--- src/rtl/apb_master_q_if.sv ---
// Bundle of the command/response stream and APB bus signals around apb_master_q.
// The master modport is the requester's view; slave is the command source plus APB slave.
interface apb_master_q_if #(
    parameter int ADDR_W = 32,
    parameter int DATA_W = 32
);
    logic                cmd_valid_i;
    logic                cmd_ready_o;
    logic                cmd_write_i;
    logic [ADDR_W-1:0]   cmd_addr_i;
    logic [DATA_W-1:0]   cmd_wdata_i;
    logic [DATA_W/8-1:0] cmd_strb_i;

    logic                rsp_valid_o;
    logic [DATA_W-1:0]   rsp_rdata_o;
    logic                rsp_err_o;
    logic                rsp_tmo_o;

    logic                psel_o;
    logic                penable_o;
    logic                pwrite_o;
    logic [ADDR_W-1:0]   paddr_o;
    logic [DATA_W-1:0]   pwdata_o;
    logic [DATA_W/8-1:0] pstrb_o;
    logic                pready_i;
    logic                pslverr_i;
    logic [DATA_W-1:0]   prdata_i;

    modport master (
        input  cmd_valid_i, cmd_write_i, cmd_addr_i, cmd_wdata_i, cmd_strb_i,
        output cmd_ready_o,
        output rsp_valid_o, rsp_rdata_o, rsp_err_o, rsp_tmo_o,
        output psel_o, penable_o, pwrite_o, paddr_o, pwdata_o, pstrb_o,
        input  pready_i, pslverr_i, prdata_i
    );

    modport slave (
        output cmd_valid_i, cmd_write_i, cmd_addr_i, cmd_wdata_i, cmd_strb_i,
        input  cmd_ready_o,
        input  rsp_valid_o, rsp_rdata_o, rsp_err_o, rsp_tmo_o,
        input  psel_o, penable_o, pwrite_o, paddr_o, pwdata_o, pstrb_o,
        output pready_i, pslverr_i, prdata_i
    );
endinterface

--- src/rtl/apb_master_q.sv ---
// APB3/APB4 requester: converts a valid/ready command stream into APB transfers and
// returns one registered response per command, with an ACCESS-phase watchdog.
module apb_master_q #(
    parameter int ADDR_W  = 32,
    parameter int DATA_W  = 32,
    parameter int TIMEOUT = 16
) (
    input  logic          clk,
    input  logic          reset,
    apb_master_q_if.master bus
);

    localparam int CNT_W = (TIMEOUT > 0) ? $clog2(TIMEOUT + 1) : 1;

    typedef enum logic [1:0] {
        S_IDLE,
        S_SETUP,
        S_ACCESS
    } state_t;

    state_t              r_state;
    state_t              w_next;
    logic [CNT_W-1:0]    r_wdog;
    logic                w_ready;
    logic                w_accept;
    logic                w_done;
    logic                w_tmo;

    logic [ADDR_W-1:0]   r_paddr;
    logic                r_pwrite;
    logic [DATA_W-1:0]   r_pwdata;
    logic [DATA_W/8-1:0] r_pstrb;

    logic                r_rsp_valid;
    logic [DATA_W-1:0]   r_rsp_rdata;
    logic                r_rsp_err;
    logic                r_rsp_tmo;

    // Timeout fires on a stalled ACCESS cycle number TIMEOUT; a late pready still wins.
    assign w_done   = (r_state == S_ACCESS) && bus.pready_i;
    assign w_tmo    = (TIMEOUT > 0) && (r_state == S_ACCESS) && !bus.pready_i &&
                      (r_wdog == CNT_W'(TIMEOUT - 1));
    assign w_ready  = !reset && ((r_state == S_IDLE) || w_done);
    assign w_accept = bus.cmd_valid_i && w_ready;

    always_ff @(posedge clk or posedge reset) begin
        if (reset) begin
            r_state <= S_IDLE;
        end else begin
            r_state <= w_next;
        end
    end

    always_comb begin
        w_next = r_state;
        case (r_state)
            S_IDLE:   if (w_accept) w_next = S_SETUP;
            S_SETUP:  w_next = S_ACCESS;
            S_ACCESS: begin
                if (w_done) begin
                    w_next = bus.cmd_valid_i ? S_SETUP : S_IDLE;
                end else if (w_tmo) begin
                    w_next = S_IDLE;
                end
            end
            default:  w_next = S_IDLE;
        endcase
    end

    always_ff @(posedge clk or posedge reset) begin
        if (reset) begin
            r_wdog <= '0;
        end else if (r_state == S_SETUP) begin
            r_wdog <= '0;
        end else if ((r_state == S_ACCESS) && !bus.pready_i && !w_tmo) begin
            r_wdog <= r_wdog + CNT_W'(1);
        end
    end

    always_ff @(posedge clk or posedge reset) begin
        if (reset) begin
            r_paddr  <= '0;
            r_pwrite <= 1'b0;
            r_pwdata <= '0;
            r_pstrb  <= '0;
        end else if (w_accept) begin
            r_paddr  <= bus.cmd_addr_i;
            r_pwrite <= bus.cmd_write_i;
            r_pwdata <= bus.cmd_wdata_i;
            r_pstrb  <= bus.cmd_write_i ? bus.cmd_strb_i : '0;
        end
    end

    always_ff @(posedge clk or posedge reset) begin
        if (reset) begin
            r_rsp_valid <= 1'b0;
            r_rsp_rdata <= '0;
            r_rsp_err   <= 1'b0;
            r_rsp_tmo   <= 1'b0;
        end else begin
            r_rsp_valid <= w_done || w_tmo;
            r_rsp_rdata <= (w_done && !r_pwrite) ? bus.prdata_i : '0;
            r_rsp_err   <= w_done ? bus.pslverr_i : w_tmo;
            r_rsp_tmo   <= w_tmo;
        end
    end

    assign bus.cmd_ready_o = w_ready;
    assign bus.psel_o      = (r_state != S_IDLE);
    assign bus.penable_o   = (r_state == S_ACCESS);
    assign bus.pwrite_o    = r_pwrite;
    assign bus.paddr_o     = r_paddr;
    assign bus.pwdata_o    = r_pwdata;
    assign bus.pstrb_o     = r_pstrb;
    assign bus.rsp_valid_o = r_rsp_valid;
    assign bus.rsp_rdata_o = r_rsp_rdata;
    assign bus.rsp_err_o   = r_rsp_err;
    assign bus.rsp_tmo_o   = r_rsp_tmo;

endmodule

--- src/flat_wrapper.sv ---
// flat-port wrapper written by rule: the top's interface ports become plain ports
module apb_master_q_flat 
#(
    parameter int ADDR_W  = 32,
    parameter int DATA_W  = 32,
    parameter int TIMEOUT = 16
)
  (clk, reset, bus_cmd_valid_i, bus_cmd_write_i, bus_cmd_addr_i, bus_cmd_wdata_i, bus_cmd_strb_i, bus_cmd_ready_o, bus_rsp_valid_o, bus_rsp_rdata_o, bus_rsp_err_o, bus_rsp_tmo_o, bus_psel_o, bus_penable_o, bus_pwrite_o, bus_paddr_o, bus_pwdata_o, bus_pstrb_o, bus_pready_i, bus_pslverr_i, bus_prdata_i);
  apb_master_q_if #(.ADDR_W(ADDR_W), .DATA_W(DATA_W)) bus_i ();
  input  logic clk;
  input  logic reset;
  input wire logic [$bits(bus_i.cmd_valid_i)-1:0] bus_cmd_valid_i;
  input wire logic [$bits(bus_i.cmd_write_i)-1:0] bus_cmd_write_i;
  input wire logic [$bits(bus_i.cmd_addr_i)-1:0] bus_cmd_addr_i;
  input wire logic [$bits(bus_i.cmd_wdata_i)-1:0] bus_cmd_wdata_i;
  input wire logic [$bits(bus_i.cmd_strb_i)-1:0] bus_cmd_strb_i;
  output wire logic [$bits(bus_i.cmd_ready_o)-1:0] bus_cmd_ready_o;
  output wire logic [$bits(bus_i.rsp_valid_o)-1:0] bus_rsp_valid_o;
  output wire logic [$bits(bus_i.rsp_rdata_o)-1:0] bus_rsp_rdata_o;
  output wire logic [$bits(bus_i.rsp_err_o)-1:0] bus_rsp_err_o;
  output wire logic [$bits(bus_i.rsp_tmo_o)-1:0] bus_rsp_tmo_o;
  output wire logic [$bits(bus_i.psel_o)-1:0] bus_psel_o;
  output wire logic [$bits(bus_i.penable_o)-1:0] bus_penable_o;
  output wire logic [$bits(bus_i.pwrite_o)-1:0] bus_pwrite_o;
  output wire logic [$bits(bus_i.paddr_o)-1:0] bus_paddr_o;
  output wire logic [$bits(bus_i.pwdata_o)-1:0] bus_pwdata_o;
  output wire logic [$bits(bus_i.pstrb_o)-1:0] bus_pstrb_o;
  input wire logic [$bits(bus_i.pready_i)-1:0] bus_pready_i;
  input wire logic [$bits(bus_i.pslverr_i)-1:0] bus_pslverr_i;
  input wire logic [$bits(bus_i.prdata_i)-1:0] bus_prdata_i;
  assign bus_i.cmd_valid_i = bus_cmd_valid_i;
  assign bus_i.cmd_write_i = bus_cmd_write_i;
  assign bus_i.cmd_addr_i = bus_cmd_addr_i;
  assign bus_i.cmd_wdata_i = bus_cmd_wdata_i;
  assign bus_i.cmd_strb_i = bus_cmd_strb_i;
  assign bus_cmd_ready_o = bus_i.cmd_ready_o;
  assign bus_rsp_valid_o = bus_i.rsp_valid_o;
  assign bus_rsp_rdata_o = bus_i.rsp_rdata_o;
  assign bus_rsp_err_o = bus_i.rsp_err_o;
  assign bus_rsp_tmo_o = bus_i.rsp_tmo_o;
  assign bus_psel_o = bus_i.psel_o;
  assign bus_penable_o = bus_i.penable_o;
  assign bus_pwrite_o = bus_i.pwrite_o;
  assign bus_paddr_o = bus_i.paddr_o;
  assign bus_pwdata_o = bus_i.pwdata_o;
  assign bus_pstrb_o = bus_i.pstrb_o;
  assign bus_i.pready_i = bus_pready_i;
  assign bus_i.pslverr_i = bus_pslverr_i;
  assign bus_i.prdata_i = bus_prdata_i;
  apb_master_q #(.ADDR_W(ADDR_W), .DATA_W(DATA_W), .TIMEOUT(TIMEOUT)) u_core (.clk(clk), .reset(reset), .bus(bus_i));
endmodule
--- config.mk ---
export PLATFORM = sky130hd
export DESIGN_NAME = apb_master_q_flat
export DESIGN_NICKNAME = d
export VERILOG_FILES = /design/src/rtl/apb_master_q_if.sv /design/src/rtl/apb_master_q.sv /design/src/flat_wrapper.sv
export SDC_FILE = /design/constraint.sdc
export NUM_CORES = 1
export LEC_CHECK = 0
export CAP_MARGIN = 10
export CORE_MARGIN = 10
export CORE_UTILIZATION = 30
export CTS_CLUSTER_DIAMETER = 40
export DETAILED_ROUTE_END_ITERATION = 7
export SETUP_SLACK_MARGIN = 0.3
export SYNTH_ARGS = -nofsm -noshare
export SYNTH_HDL_FRONTEND = slang
export SYNTH_SLANG_ARGS = --single-unit
--- constraint.sdc ---
create_clock -name clk -period 3.8 [get_ports clk]
set_input_delay 0.57 -clock clk [delete_from_list [all_inputs] [get_ports clk]]
set_output_delay 0.57 -clock clk [all_outputs]
set_load 0.05 [all_outputs]
==> metrics.md <==
| Metric | Value |
|---|---|
| Outcome | `complete, no violations` |
| Die width | `138 um` |
| # hold bufs at CTS | `0` |
| CP Launch Point | `bus_pready_i` |
| Mapped cell area | `0.00414 sq mm` |
| Area of the core | `0.0134 sq mm` |
| Fin Clk Skew | `5.09 ps` |
| GRT Overall Usage | `0.123` |
| Clk Latency, worst-skew pair | `350 ps` |
| Full die area | `0.0189 sq mm` |
| PortBufs | `212` |
| Unrepaired setup endpoints after global routing | `false` |
| Hold Crit Depth | `1` |
| Setup Crit Path Kind | `in -> out` |
| Worst R2R Start | `u_core.r_wdog[0]` |
| Final hold violation count | `0` |
| P_leak | `2.85 nW` |
| Fillers | `1196` |
| WHS | `488 ps` |
| Post-synth top cells | `dfrtp_1, mux2_2, and2_1` |
| Largest fanout on the critical path | `7` |
| Largest net degree at the start of global routing | `70` |
| Share of cells above drive strength 1 | `0.169` |
| DR iter-0 viols | `66` |
| Power Total | `4.76 mW` |
| Yosys top cell area share | `0.670` |
| Synth area leaders | `dfrtp_1, mux2_2, and2_1` |
| CTS tree | `yes` |
| Actual slew at the worst max-slew pin | `783 ps` |
| Drt wl/cell | `17.3 um` |
| Post-place setup slack | `931 ps` |
| Fmax | `349 MHz` |
| Maximum vdd drop | `0.000321 V` |
| Finished Cell Area | `0.00675 sq mm` |
| Multi-input gate area | `0.00126 sq mm` |
| Number of maximum-capacitance violations | `0` |
| Final setup margin | `936 ps` |
| CP startpoint kind | `input pin` |
| Top-count cell post-synth | `dfrtp_1` |
| Reg2Reg Depth | `6` |
| CP Data Arrival Time | `2290 ps` |
| Chip height | `138 um` |
| Post-synth top flop | `dfrtp_1` |
| Sequential cell area | `0.00278 sq mm` |
| DR pass1 iterations | `4` |
| CTS max path bufs | `2` |
| DR DRC count | `0` |
| H-tree depth | `3` |
| Total clock buffers created by CTS | `9` |
| Post-route ant nets | `0` |
| TNS Setup | `0 ps` |
| Synth unique cells | `30` |
| Placement Cell Area | `0.00647 sq mm` |
| Final RePlAce weighted congestion | `0.743` |
| Initial antenna violation count | `0` |
| Clk sink count | `111` |
| DP HPWL | `9.00 mm` |
| Relative slew slack | `0.478` |
| Area leader, netlist | `dfrtp_1` |
| Post-synth EDFFs | `0` |
| Hold crit path type | `reg -> reg` |
| Setup violators final | `0` |
| Vias | `2906` |
| Period utilisation layout | `0.754` |
| Crit. End Element | `output port` |
| Synth Net Count | `384` |
| Routed WL | `11.7 mm` |
| Core Rows | `42` |
| First-pass GRT wire length | `17.9 mm` |
| Post-cts resize count | `0` |
| Min cycle time layout | `2860 ps` |
| Clk slew on worst S/H paths | `70 ps` |
| FFs w/ async S/R, synth | `1.00` |
| Final Max Tran Viols | `0` |
| Via density | `4.32` |
| Nets | `599` |
| Hold Crit Start | `u_core.bus.paddr_o[24]` |
| Register area share after synthesis | `0.670` |
| P per Cell Area | `705 mW/mm^2` |
| Io pins | `213` |
| Syn Inst Count | `276` |
| Layout overhead on the synthesized area | `63.0%` |
| Mean Syn Cell Area | `15.0 sq um` |
| Setup bufs post-CTS | `0` |
| Initial Util | `0.309` |
| Antenna diodes | `0` |
| Req. time, crit path | `3230 ps` |
| Vias in the first global route | `3181` |
| GRT Residual Overflow | `0` |
| Syn. warnings | `0` |
| Clock root cell | `clkbuf_16` |
| Synthesized flop and latch total | `111` |
[through the flow]
stage / utilization / instances
3_3_place_gp: 0.483 / 656
5_1_grt: 0.504 / 672
2_1_floorplan: - / 276
4_1_cts: 0.504 / 672
6_report: 0.504 / 672
3_5_place_dp: 0.483 / 656
[cell families after synthesis]
logic type	share of synthesized area
AOI/OAI and AO/OA	0.0226
DFF	0.670
buffers and inverters	0.0254
muxes	0.189
adders and majority gates	0.00604
and+or+nand+nor	0.0870
[metal layers]
metal	wire, um	vias up	track usage
met5	0	-	0
met1	4620	1381	0.142
met2	5470	140	0.191
met3	1420	14	0.0677
li1	-	1371	-
met4	143	0	0.0386
[report_power, final]
| group | internal [mW] | total, mW | leakage (nW) | switching (mW) |
|---|---|---|---|---|
| logic | 0.818 | 2.22 | 1.32 | 1.40 |
| registers | 1.48 | 1.64 | 1.39 | 0.165 |
| clock network | 0.466 | 0.897 | 0.143 | 0.431 |
| total | 2.76 | 4.76 | 2.85 | 2.00 |
[final timing paths]
path	slack (ps)	endpoint
hold reg to reg	490	u_core.bus.paddr_o[24]
hold / removal	490	u_core.bus.paddr_o[24]
min in group asynchronous	640	u_core.bus.paddr_o[29]
max in group asynchronous	2120	u_core.bus.pwdata_o[31]
setup / recovery	940	bus_cmd_ready_o
setup reg to reg	1670	u_core.r_wdog[3]
[sequential cells by signal, summed over array words and instances (netlist names)]
| register | flops |
|---|---|
| u_core.bus.rsp_valid_o | 1 |
| u_core.bus.rsp_rdata_o | 32 |
| u_core.bus.pstrb_o | 4 |
| u_core.bus.paddr_o | 32 |
| u_core.r_state | 2 |
| u_core.bus.pwrite_o | 1 |
| u_core.bus.rsp_err_o | 1 |
| u_core.bus.rsp_tmo_o | 1 |
| u_core.r_wdog | 5 |
| u_core.bus.pwdata_o | 32 |
[cell type report]
cell class,count,share of cell area
Tap cell,176,0.0326
Clock buffer,10,0.0354
Sequential cell,111,0.411
Clock inverter,6,0.00667
Timing Repair Buffer,216,0.321
Multi-Input combinational cell,142,0.187
Inverter,11,0.00667
[layout by cell type, fill, tap and decap left out, types with 2 or more instances in the layout]
master,n
clkdlybuf4s50_1,212
dfrtp_1,111
mux2_2,59
and2_1,33
inv_1,10
clkbuf_16,9
nand2_1,8
mux2_1,6
mux2i_1,5
nor2_1,3
a21oi_1,3
nor4_1,3
clkinv_4,3
buf_4,3
nand2b_1,2
and3_1,2
o2bb2ai_1,2
nand3_1,2
a311o_1,2
ha_1,2
clkinv_2,2
[worst max-delay path, stage by stage]
cell             delay [ps]
clkdlybuf4s50_1         630
nor2b_4                  90
nor3_1                  150
clkdlybuf4s50_1         850
No activity file was read; power rests on OpenSTA's default activity.
